### src/rtl/expr_mac_sequencer.sv
// Feeds operand pairs to an iterative multiplier via start/done and accumulates the 16-bit sum of products.
// done asserts sum(1+L_k)+1 cycles after start (1 cycle when count is 0); waits indefinitely on mul_done.
module expr_mac_sequencer #(
  parameter int WIDTH  = 16,
  parameter int DEPTH  = 8,
  parameter int ADDR_W = 3
) (
  input  logic              clk,
  input  logic              reset,
  input  logic              wr_en,
  input  logic [ADDR_W-1:0] wr_addr,
  input  logic [WIDTH-1:0]  wr_data,
  input  logic              start,
  input  logic [ADDR_W-1:0] count,
  output logic [WIDTH-1:0]  mul_x,
  output logic [WIDTH-1:0]  mul_y,
  output logic              mul_start,
  input  logic              mul_done,
  input  logic [WIDTH-1:0]  mul_out,
  output logic [WIDTH-1:0]  result,
  output logic              busy,
  output logic              done,
  output logic              overflow
);

  localparam int PAIRS = DEPTH / 2;

  localparam logic [1:0] S_IDLE  = 2'd0;
  localparam logic [1:0] S_ISSUE = 2'd1;
  localparam logic [1:0] S_WAIT  = 2'd2;
  localparam logic [1:0] S_DONE  = 2'd3;

  logic [1:0]        state;
  logic [WIDTH-1:0]  mem [DEPTH];
  logic [ADDR_W-1:0] idx;
  logic [ADDR_W-1:0] n_q;
  logic [WIDTH-1:0]  acc;

  logic [ADDR_W-1:0] n_eff;
  logic [ADDR_W-1:0] nxt_idx;
  logic [ADDR_W-1:0] x_addr;
  logic [ADDR_W-1:0] y_addr;
  logic [WIDTH-1:0]  op_x;
  logic [WIDTH-1:0]  op_y;
  logic [WIDTH:0]    sum;
  logic              wr_ok;
  logic              last;

  assign n_eff   = (count > ADDR_W'(PAIRS)) ? ADDR_W'(PAIRS) : count;
  assign nxt_idx = (state == S_WAIT) ? idx + ADDR_W'(1) : '0;
  assign x_addr  = {nxt_idx[ADDR_W-2:0], 1'b0};
  assign y_addr  = {nxt_idx[ADDR_W-2:0], 1'b1};
  assign wr_ok   = wr_en && !busy;
  assign sum     = {1'b0, acc} + {1'b0, mul_out};
  assign last    = (idx == n_q - ADDR_W'(1));

  // Operands are captured on entry to ISSUE; forward a same-edge write so ISSUE sees the new value.
  always_comb begin
    op_x = mem[x_addr];
    op_y = mem[y_addr];
    if (wr_ok && wr_addr == x_addr) op_x = wr_data;
    if (wr_ok && wr_addr == y_addr) op_y = wr_data;
  end

  assign mul_start = (state == S_ISSUE);
  assign busy      = (state == S_ISSUE) || (state == S_WAIT);
  assign done      = (state == S_DONE);

  always_ff @(posedge clk or negedge reset) begin
    if (!reset) begin
      state    <= S_IDLE;
      idx      <= '0;
      n_q      <= '0;
      acc      <= '0;
      result   <= '0;
      overflow <= 1'b0;
      mul_x    <= '0;
      mul_y    <= '0;
      for (int i = 0; i < DEPTH; i++) mem[i] <= '0;
    end else begin
      if (wr_ok) mem[wr_addr] <= wr_data;
      case (state)
        S_IDLE: begin
          if (start) begin
            overflow <= 1'b0;
            if (n_eff != '0) begin
              acc   <= '0;
              idx   <= '0;
              n_q   <= n_eff;
              mul_x <= op_x;
              mul_y <= op_y;
              state <= S_ISSUE;
            end else begin
              result <= '0;
              state  <= S_DONE;
            end
          end
        end
        S_ISSUE: state <= S_WAIT;
        S_WAIT: begin
          if (mul_done) begin
            acc      <= sum[WIDTH-1:0];
            overflow <= overflow | sum[WIDTH];
            if (last) begin
              result <= sum[WIDTH-1:0];
              state  <= S_DONE;
            end else begin
              idx   <= nxt_idx;
              mul_x <= op_x;
              mul_y <= op_y;
              state <= S_ISSUE;
            end
          end
        end
        S_DONE: state <= S_IDLE;
        default: state <= S_IDLE;
      endcase
    end
  end

endmodule
### config.mk
export PLATFORM = sky130hd
export DESIGN_NAME = expr_mac_sequencer
export DESIGN_NICKNAME = d
export VERILOG_FILES = /design/src/rtl/expr_mac_sequencer.sv
export SDC_FILE = /design/constraint.sdc
export NUM_CORES = 1
export LEC_CHECK = 0
export BUFFER_PORTS_ARGS = -buffer_cell sky130_fd_sc_hd__buf_2
export CAP_MARGIN = 30
export CORE_MARGIN = 3
export CORE_UTILIZATION = 60
export CTS_CLUSTER_DIAMETER = 80
export DETAILED_ROUTE_END_ITERATION = 7
export PLACE_DENSITY = 0.83
export SETUP_SLACK_MARGIN = 0.4
export SKIP_LAST_GASP = 1
export SYNTH_ARGS = -nofsm -noshare
export SYNTH_HDL_FRONTEND = slang
export SYNTH_SLANG_ARGS = --single-unit
### constraint.sdc
create_clock -name clk -period 3.1 [get_ports clk]
set_input_delay 0.465 -clock clk [delete_from_list [all_inputs] [get_ports clk]]
set_output_delay 0.465 -clock clk [all_outputs]
set_load 0.02 [all_outputs]
==> flow_summary.yaml, run 1 <==
synth:
  yosysSeqAreaShare_pct: 50.8
  yosys_warnings: 0
  syn_inst: 882
  synth_nets: 949
  ys.flop_type: "dfrtp_1"
  synth.distinct_cells: 59
  syn_avg_cell_area_sq_um: 11.2
  ys_ff_latch: 201
  synth_top_cell_area_share_pct: 50.8
  ys_top_cells_by_area: "dfrtp_1 51%, mux2_2 15%, nand2_1 5.0%, a311o_1 3.2%, ha_1 2.9%"
  synth-edff-count: 0
  yosys.area.top_type: "dfrtp_1"
  async_reset_ff_share_pct: 100
  syn_area_sq_um: 9900
setup_path:
  cp_num_buf_inv: 1
  worst_setup_path_start_kind: "flip-flop"
  crit_type: "flip-flop to flip-flop"
  cp_top_family: "simple AND/OR/NAND/NOR gates"
  slowest_stage: "nor2b_4"
  reg2regPathDepth: 6
  slowest_delay_ns: 0.80
  critPathArrivalTime_ns: 2.83
  cp-end-kind: "flip-flop"
  path_cells: "inv_1, ha_1, nor3b_2, nor2b_4, a311o_1, a31oi_1"
  worstPathMaxFanout: 32
  reg2reg_to: "mul_x[9]"
  regToRegSetupSlack_ns: 0.62
  worstPathRequired_ns: 3.46
  crit_path_start: "state[0]"
  rr_startpoint: "state[0]"
min_path:
  hp-class: "primary input to async pin"
timing:
  period_minus_slack_ns: 2.48
  max_freq_mhz: 404
  fin_crit_sh_pct: 79.9
  final_hold_viol_count: 0
  slew_headroom_pct: 41.2
  rsz0062_at_grt: "no"
  setup_viol: 0
  finalSetupTns_ns: 0
  slew_violations: 0
  worst_pin_slew_ns: 0.880
  whs_ns: 0.00734
  fin_worst_skew_ns: 0.0156
pwr:
  leakage_nw: 5.00
  p_per_area_nw_per_um2: 1080
  vdd_ir_drop_max_uv: 685
drt:
  num_vias: 7189
  totalWireLength_um: 22800
  route.detailed.drc: 0
  drtIter0Drc: 477
  dr.pass1.iters: 5
  wire_per_inst_um: 19.2
  drt-vias-per-instance: 6.07
  ant_nets: 0
clock_tree:
  numCtsBuffers: 22
  htreeDepth: 1
  clkLatencyLatePin_ns: 0.51
  cts.clk_slew.worst_paths_ns: 0.06
  cts_tree: "built"
  cts_buffer_depth: 3
  cts_setup_buffers: 0
  postCtsHoldBufs: 0
  clock_tree.root_cell: "clkbuf_16"
  cts_sinks: 201
finish:
  multiInputGateArea_sq_um: 4460
  nNetsFinal: 1022
  fillers: 1156
  synthToLayoutAreaGrowth_pct: 12.9
  layout-drive-gt1-share_pct: 31.6
  regArea_sq_um: 5030
global_routing:
  grt_pass1_wl_um: 38000
  overflow: 0
  grt_usage_pct: 25.8
  grt_max_degree: 82
  antenna_found_initial: 1
  grt_pass1_vias: 7379
flow_run:
  max-cap-violations: 0
floorplanning:
  die_area_sq_um: 18100
  core_sq_um: 16000
  placementRows: 46
  ios: 95
  die_h_um: 134
  floorplan.initialDensity_pct: 61.9
  die_width_um: 134
placed_design:
  hpwl_um: 14400
  place_congestion: 0.835
  portBuffers: 94
status:
  status: "finished, final reports clean"
## cells by family (layout without fill, tap and decap cells)
kind of cell               after synthesis  after routing  synth area share (%)
buffers and inverters                   85            171                  4.33
other                                    0              1                     0
muxes                                  132            132                  15.0
and+or+nand+nor                        248            248                  11.5
AOI/OAI and AO/OA                      174            174                  13.5
xor gates and xnor gates                18             18                  1.81
DFF                                    201            201                  50.8
adders and majority gates               24             24                  3.11
## worst register-to-register path: cells and delay by family (launching register included)
kind | cells | cell delay, ns
flip-flops | 1 | 0.40
buffers and inverters | 1 | 0.10
AO/OA/AOI/OAI | 2 | 0.35
adder cells (fa/ha/maj) | 1 | 0.37
AND/OR/NAND/NOR | 2 | 1.13
## cell usage in the layout (no fill, tap or decap), types with 8 or more instances in the layout
| master | Yosys | layout |
|---|---|---|
| mux2_2 | 131 | 131 |
| nor2_1 | 47 | 47 |
| ha_1 | 23 | 22 |
| buf_2 | 16 | 93 |
| o21ai_0 | 23 | 23 |
| a21oi_1 | 10 | 10 |
| clkbuf_16 | 0 | 22 |
| a311o_1 | 32 | 32 |
| nand2_1 | 132 | 131 |
| xnor2_1 | 8 | 8 |
| a22o_1 | 15 | 15 |
| a31oi_1 | 34 | 34 |
| a211oi_1 | 34 | 34 |
| clkinv_2 | 0 | 9 |
| inv_1 | 14 | 14 |
| xor2_1 | 8 | 8 |
| and2_1 | 34 | 34 |
| dfrtp_1 | 201 | 201 |
| buf_4 | 6 | 23 |
## synth_stat cells (10+ instances only)
master,count
a31oi_1,34
a22o_1,15
a211oi_1,34
o21ai_0,23
and2_1,34
clkbuf_1,21
inv_1,14
buf_1,18
a311o_1,32
ha_1,23
mux2_2,131
nor2_1,47
nand2_1,132
a21oi_1,10
dfrtp_1,201
buf_2,16
## where the power goes
group / internal [mW] / total [mW] / switching [mW]
logic: 2.26 / 5.09 / 2.83
clock network: 1.41 / 2.45 / 1.04
registers: 3.89 / 4.55 / 0.663
## through the flow
step | setup slack (ns) | instance area, sq um | instances | total power, mW | utilization, %
after floorplan | 0.816 | 9900 | 882 | 8.34 | -
after global placement | 0.575 | 10500 | 1147 | 9.37 | 65.6
after detailed placement | 0.490 | 10500 | 1147 | 9.61 | 65.6
after CTS | 0.461 | 11200 | 1184 | 12.1 | 69.9
after global routing | 0.432 | 11200 | 1185 | 12.9 | 69.9
final | 0.624 | 11200 | 1185 | 12.1 | 69.9
## state kept, by name, indices dropped and copies added (netlist names)
| name | count |
|---|---|
| idx | 3 |
| n_q | 3 |
| mul_y | 16 |
| acc | 16 |
| mul_x | 16 |
| overflow | 1 |
| state | 2 |
| mem | 128 |
| result | 16 |
## how the worst max path moves through the flow
stage                          end  slack [ns]  cells after the start
after global placement    overflow        0.57                     10
after floorplan            mem[10]        0.82                      6
after CTS                 mul_y[3]        0.46                      8
after global routing      overflow        0.43                      9
after detailed placement  overflow        0.49                     10
final                     mul_x[9]        0.62                      6
## per-layer routing
metal	track usage, %	up-vias	wire (um)	share of wire (%)
met4	7.58	0	582	2.6
met3	3.91	49	1250	5.5
met1	35.5	3620	9710	43
met5	0	-	0	0
met2	43.2	226	11300	49
li1	-	3294	-	-
## layout make-up
type	instances	share of cell area [%]
antenna	1	0.0224
clock buffer	24	5.08
clock inverter	13	0.962
inverter	15	0.503
multi-input combinational	596	39.9
sequential	201	45.0
tap	216	2.42
timing repair buffer	119	6.19
## repair_timing
action / CTS / global route
endpoints found under the hold margin: 0 / 0
gates resized for setup: 0 / 1
endpoints found under the setup margin: 0 / 22
Power figures use the tool's default switching activity.
==> inputs of run 2 (changes only) <==
==> constraint.sdc (replaced) <==
create_clock -name clk -period 2.55 [get_ports clk]
set_input_delay 0.3825 -clock clk [delete_from_list [all_inputs] [get_ports clk]]
set_output_delay 0.3825 -clock clk [all_outputs]
set_load 0.02 [all_outputs]
==> run 2 against run 1 <==
- clock-buffer cell count grew 8
- setup slack worse by 0.43 ns
- global-route usage is 2.1 points higher
- fmax rose by 5.2%
- clock power grew 28%
- routed wire length grew 26%
- critical path type unchanged
- largest cell class unchanged
- largest power group unchanged
==> flow_summary.yaml, run 2 (synthesized netlist as in run 1, its figures left out) <==
status:
  status: "finished, final reports clean"
flow_run:
  max-cap-violations: 0
global_routing:
  antenna_found_initial: 1
  grt_pass1_wl_um: 40600
  grt_max_degree: 84
  grt_usage_pct: 28.0
  overflow: 0
  grt_pass1_vias: 7682
setup_path:
  worst_setup_path_start_kind: "flip-flop"
  critPathArrivalTime_ns: 2.76
  cp-end-kind: "flip-flop"
  crit_type: "flip-flop to flip-flop"
  worstPathMaxFanout: 5
  worstPathRequired_ns: 2.96
placed_design:
  hpwl_um: 14600
  place_congestion: 0.818
  place_ws_ns: 0.0996
  post_dp_cell_area_sq_um: 10700
  portBuffers: 94
timing:
  period_minus_slack_ns: 2.35
  fin_worst_skew_ns: 0.0181
  layout_setup_ws_ns: 0.196
  fin_crit_sh_pct: 92.3
  finalSetupTns_ns: 0
  max_freq_mhz: 425
  worst_pin_slew_ns: 0.713
  rsz0062_at_grt: "yes"
  final_hold_viol_count: 0
  setup_viol: 0
  slew_violations: 0
  slew_headroom_pct: 52.4
drt:
  wire_per_inst_um: 23.2
  drtIter0Drc: 581
  drt-vias-per-instance: 6.46
  route.detailed.drc: 0
  totalWireLength_um: 28800
  ant_nets: 0
  num_vias: 8018
  dr.pass1.iters: 5
finish:
  synthToLayoutAreaGrowth_pct: 24.5
  multiInputGateArea_sq_um: 4790
  final_cell_mix: "201 x dfrtp_1, 131 x mux2_2, 129 x nand2_1, 93 x buf_2, 45 x buf_4"
  regArea_sq_um: 5030
  fillers: 910
  layout-drive-gt1-share_pct: 39.7
  utilization_pct: 77.1
  nNetsFinal: 1078
  final_common_cell: "dfrtp_1"
  fin_area_sq_um: 12300
  regMostFlops: "mem"
  largest_reg_flops: 128
clock_tree:
  htreeDepth: 1
  numCtsBuffers: 22
  cts_tree: "built"
  clkLatencyLatePin_ns: 0.53
  cts.clk_slew.worst_paths_ns: 0.06
  cts_buffer_depth: 3
  cts_sinks: 201
  clock_tree.root_cell: "clkbuf_16"
pwr:
  leakage_nw: 5.44
  vdd_ir_drop_max_uv: 899
  fin_total_pwr_mw: 17.4
  p_per_area_nw_per_um2: 1410
floorplanning:
  placementRows: 46
  die_h_um: 134
  floorplan.initialDensity_pct: 61.9
  ios: 95
  die_width_um: 134
  die_area_sq_um: 18100
  core_sq_um: 16000
min_path:
  hp-class: "primary input to flip-flop"
-- run 2: changes by cell type in the layout (fill, tap and decap cells not counted), moves of 6 or more --
cell | before | now
nor2_4 | 2 | 10
buf_12 | 2 | 16
nor2_1 | 47 | 29
buf_4 | 23 | 45
clkinv_2 | 9 | 2
a31oi_1 | 34 | 28
buf_6 | 0 | 8
nor2_2 | 1 | 11
-- run 2: area by class of cell --
| cell class | instances | share of cell area [%] |
|---|---|---|
| tap | 216 | 2.19 |
| multi-input combinational | 597 | 38.8 |
| inverter | 15 | 0.487 |
| antenna | 1 | 0.0203 |
| sequential | 201 | 40.8 |
| timing repair buffer | 174 | 11.9 |
| clock inverter | 5 | 0.639 |
| clock buffer | 32 | 5.18 |
-- run 2: path summary, 6_finish.rpt --
path                                start         end  slack, ns  cells past startpoint
worst max-delay path               acc[0]  result[10]       0.20                     11
worst min-delay path             count[0]      n_q[0]       0.17                      3
worst max register to register     acc[0]  result[10]       0.20                     11
worst min register to register  result[7]   result[7]       0.49                      2
max in group asynchronous           reset    mul_y[2]       1.34                      3
min in group asynchronous           reset      acc[8]       0.49                      2
-- run 2: layer usage --
| metal | up-vias | share of wire, % | GRT usage [%] |
|---|---|---|---|
| met2 | 426 | 49 | 45.8 |
| met5 | - | 0 | 0 |
| li1 | 3419 | - | - |
| met1 | 4037 | 38 | 37.2 |
| met3 | 136 | 7.9 | 4.88 |
| met4 | 0 | 5.5 | 11.8 |
-- run 2: worst max-delay path, cell delays in order (launching register included) --
cell and delay, ns:
dfrtp_1 0.35, ha_2 0.19, inv_2 0.04, fa_2 0.34, nor2b_2 0.14, o211ai_1 0.09
buf_4 0.16, a31oi_4 0.26, buf_6 0.13, a221oi_2 0.05, xor2_1 0.18, o31ai_1 0.29
-- run 2: stage by stage --
stage / cells / hold slack [ns]
global placement: 1157 / 0.458
CTS: 1207 / 0.146
global route: 1241 / 0.175
detailed placement: 1157 / 0.470
finish: 1241 / 0.170
floorplan: 882 / 0.0869
-- run 2: what timing repair did --
item / CTS / global route
endpoints found under the hold margin: 75 / 0
hold buffers: 1 / 0
gates cloned: 3 / 7
pin swaps: 10 / 21
buffers inserted: 9 / 26
resized for setup: 18 / 65
setup endpoints to repair: 90 / 71
-- run 2: report_power, final --
part	internal [mW]	switching (mW)	leakage (nW)	total, mW
Sequential	4.73	0.910	2.48	5.64
Clock	1.85	1.29	0.351	3.13
Combinational	4.03	4.56	2.61	8.59
==> inputs of run 3 (changes only) <==
--- a/config.mk
+++ b/config.mk
@@ -7,12 +7,15 @@
 export LEC_CHECK = 0
 export BUFFER_PORTS_ARGS = -buffer_cell sky130_fd_sc_hd__buf_2
 export CAP_MARGIN = 30
+export CORE_ASPECT_RATIO = 1.25
 export CORE_MARGIN = 3
 export CORE_UTILIZATION = 60
 export CTS_CLUSTER_DIAMETER = 80
 export DETAILED_ROUTE_END_ITERATION = 7
+export GPL_TIMING_DRIVEN = 0
 export PLACE_DENSITY = 0.83
 export SETUP_SLACK_MARGIN = 0.4
+export SKIP_CTS_REPAIR_TIMING = 1
 export SKIP_LAST_GASP = 1
 export SYNTH_ARGS = -nofsm -noshare
 export SYNTH_HDL_FRONTEND = slang
==> run 3 against run 2 <==
- setup slack better by 0.035 ns
- cell count is 0.73% higher
- fmax is 1.5% higher
- register-to-register slack better by 0.03 ns
- die area hardly changed
- non-clock buffer count is 17 higher
- critical path type unchanged
- largest cell class unchanged
- highest routed layer unchanged
==> flow_summary.yaml, run 3 (synthesized netlist as in run 1, its figures left out) <==
finish:
  fillers: 931
  synthToLayoutAreaGrowth_pct: 22.8
  nNetsFinal: 1093
  final_common_cell: "dfrtp_1"
  largest_reg_flops: 128
  diodes: 0
  layout-drive-gt1-share_pct: 36.7
  stdcell_count: 1250
  utilization_pct: 76.5
  final_cell_mix: "201 x dfrtp_1, 131 x mux2_2, 130 x nand2_1, 79 x buf_2, 38 x nor2_1"
  regMostFlops: "mem"
floorplanning:
  core_sq_um: 15900
  floorplan.initialDensity_pct: 62.3
  die_width_um: 121
  die_area_sq_um: 18100
  placementRows: 51
  ios: 95
  die_h_um: 150
clock_tree:
  cts_tree: "built"
  htreeDepth: 1
  numCtsBuffers: 21
  cts_buffer_depth: 3
  clock_tree.root_cell: "clkbuf_16"
  cts.clk_slew.worst_paths_ns: 0.06
  clkLatencyLatePin_ns: 0.50
  cts_sinks: 201
timing:
  final_hold_viol_count: 0
  fin_crit_sh_pct: 90.9
  setup_viol: 0
  slew_violations: 0
  rsz0062_at_grt: "yes"
  fin_worst_skew_ns: 0.0121
  worst_pin_slew_ns: 0.744
  whs_ns: 0.177
  max_freq_mhz: 431
  period_minus_slack_ns: 2.32
  slew_headroom_pct: 50.4
status:
  status: "finished, final reports clean"
drt:
  totalWireLength_um: 29200
  drtIter0Drc: 754
  dr.pass1.iters: 5
  ant_nets: 0
  route.detailed.drc: 0
  num_vias: 8106
  wire_per_inst_um: 23.3
  drt-vias-per-instance: 6.48
global_routing:
  grt_pass1_vias: 7675
  overflow: 0
  grt_pass1_wl_um: 40100
  grt_usage_pct: 28.1
  grt_max_degree: 105
  antenna_found_initial: 0
pwr:
  vdd_ir_drop_max_uv: 891
  fin_total_pwr_mw: 16.9
  leakage_nw: 5.37
  p_per_area_nw_per_um2: 1390
setup_path:
  cp-end-kind: "flip-flop"
  worst_setup_path_start_kind: "flip-flop"
  worstPathRequired_ns: 2.94
  crit_type: "flip-flop to flip-flop"
  worstPathMaxFanout: 5
  critPathArrivalTime_ns: 2.71
flow_run:
  max-cap-violations: 0
min_path:
  hp-class: "primary input to flip-flop"
placed_design:
  portBuffers: 77
  dp_cells: 1172
  place_congestion: 0.843
  hpwl_um: 16700
-- run 3: cell count changes in the layout (fill, tap and decap cells not counted), sizes merged --
cell and change:
inv -1, clkbuf +22, diode -1, clkinv -3, a221o -1, buf -5, clkinvlp +2
-- run 3: path summary, 6_finish.rpt --
check | slack [ns] | to | cells after the start | startpoint
min in group asynchronous | 0.53 | n_q[1] | 2 | reset
worst max-delay path | 0.23 | acc[12] | 11 | acc[0]
worst min-delay path | 0.18 | n_q[0] | 3 | count[0]
worst min register to register | 0.47 | result[10] | 2 | result[10]
max in group asynchronous | 1.01 | mem[42] | 3 | reset
worst max register to register | 0.23 | acc[12] | 11 | acc[0]
-- run 3: through the flow --
stage	TNS, ns	cell area [sq um]	setup WS, ns
after floorplan	0	9950	0.406
after global placement	-438.41	10600	-2.20
after detailed placement	0	10600	0.0351
after CTS	-0.0121	11300	-0.0121
after global routing	0	12200	0.147
final	0	12200	0.231
-- run 3: report_power, final --
part	switching (mW)	internal [mW]	total, mW
Sequential	0.920	4.73	5.65
Clock	1.27	1.84	3.11
Combinational	4.33	3.87	8.19
Total	6.51	10.4	16.9
-- run 3: metal layers --
metal | part of all wire (%) | GRT usage [%] | vias up
met5 | 0 | 0 | -
met4 | 5.1 | 10.3 | 0
met2 | 50 | 49.7 | 520
li1 | - | - | 3448
met3 | 8.4 | 3.59 | 135
met1 | 37 | 35.4 | 4003
-- run 3: area by class of cell --
| cell class | count | area, sq um | area share [%] |
|---|---|---|---|
| repair buffers | 121 | 907 | 7.46 |
| clock buffers | 32 | 647 | 5.32 |
| multi-input cells | 596 | 4640 | 38.2 |
| well taps | 212 | 265 | 2.18 |
| plain buffers | 70 | 564 | 4.64 |
| clock inverters | 3 | 45.0 | 0.370 |
| inverters | 15 | 60.1 | 0.494 |
| flip-flops and latches | 201 | 5030 | 41.4 |
-- run 3: worst max-delay path: stages, from the launching register on --
cell	delay [ns]
dfrtp_1	0.41
ha_4	0.18
inv_2	0.05
fa_2	0.20
nor2b_2	0.05
o211ai_1	0.16
buf_4	0.16
a31oi_4	0.11
a221o_1	0.38
buf_4	0.15
xor2_2	0.15
a22o_1	0.20
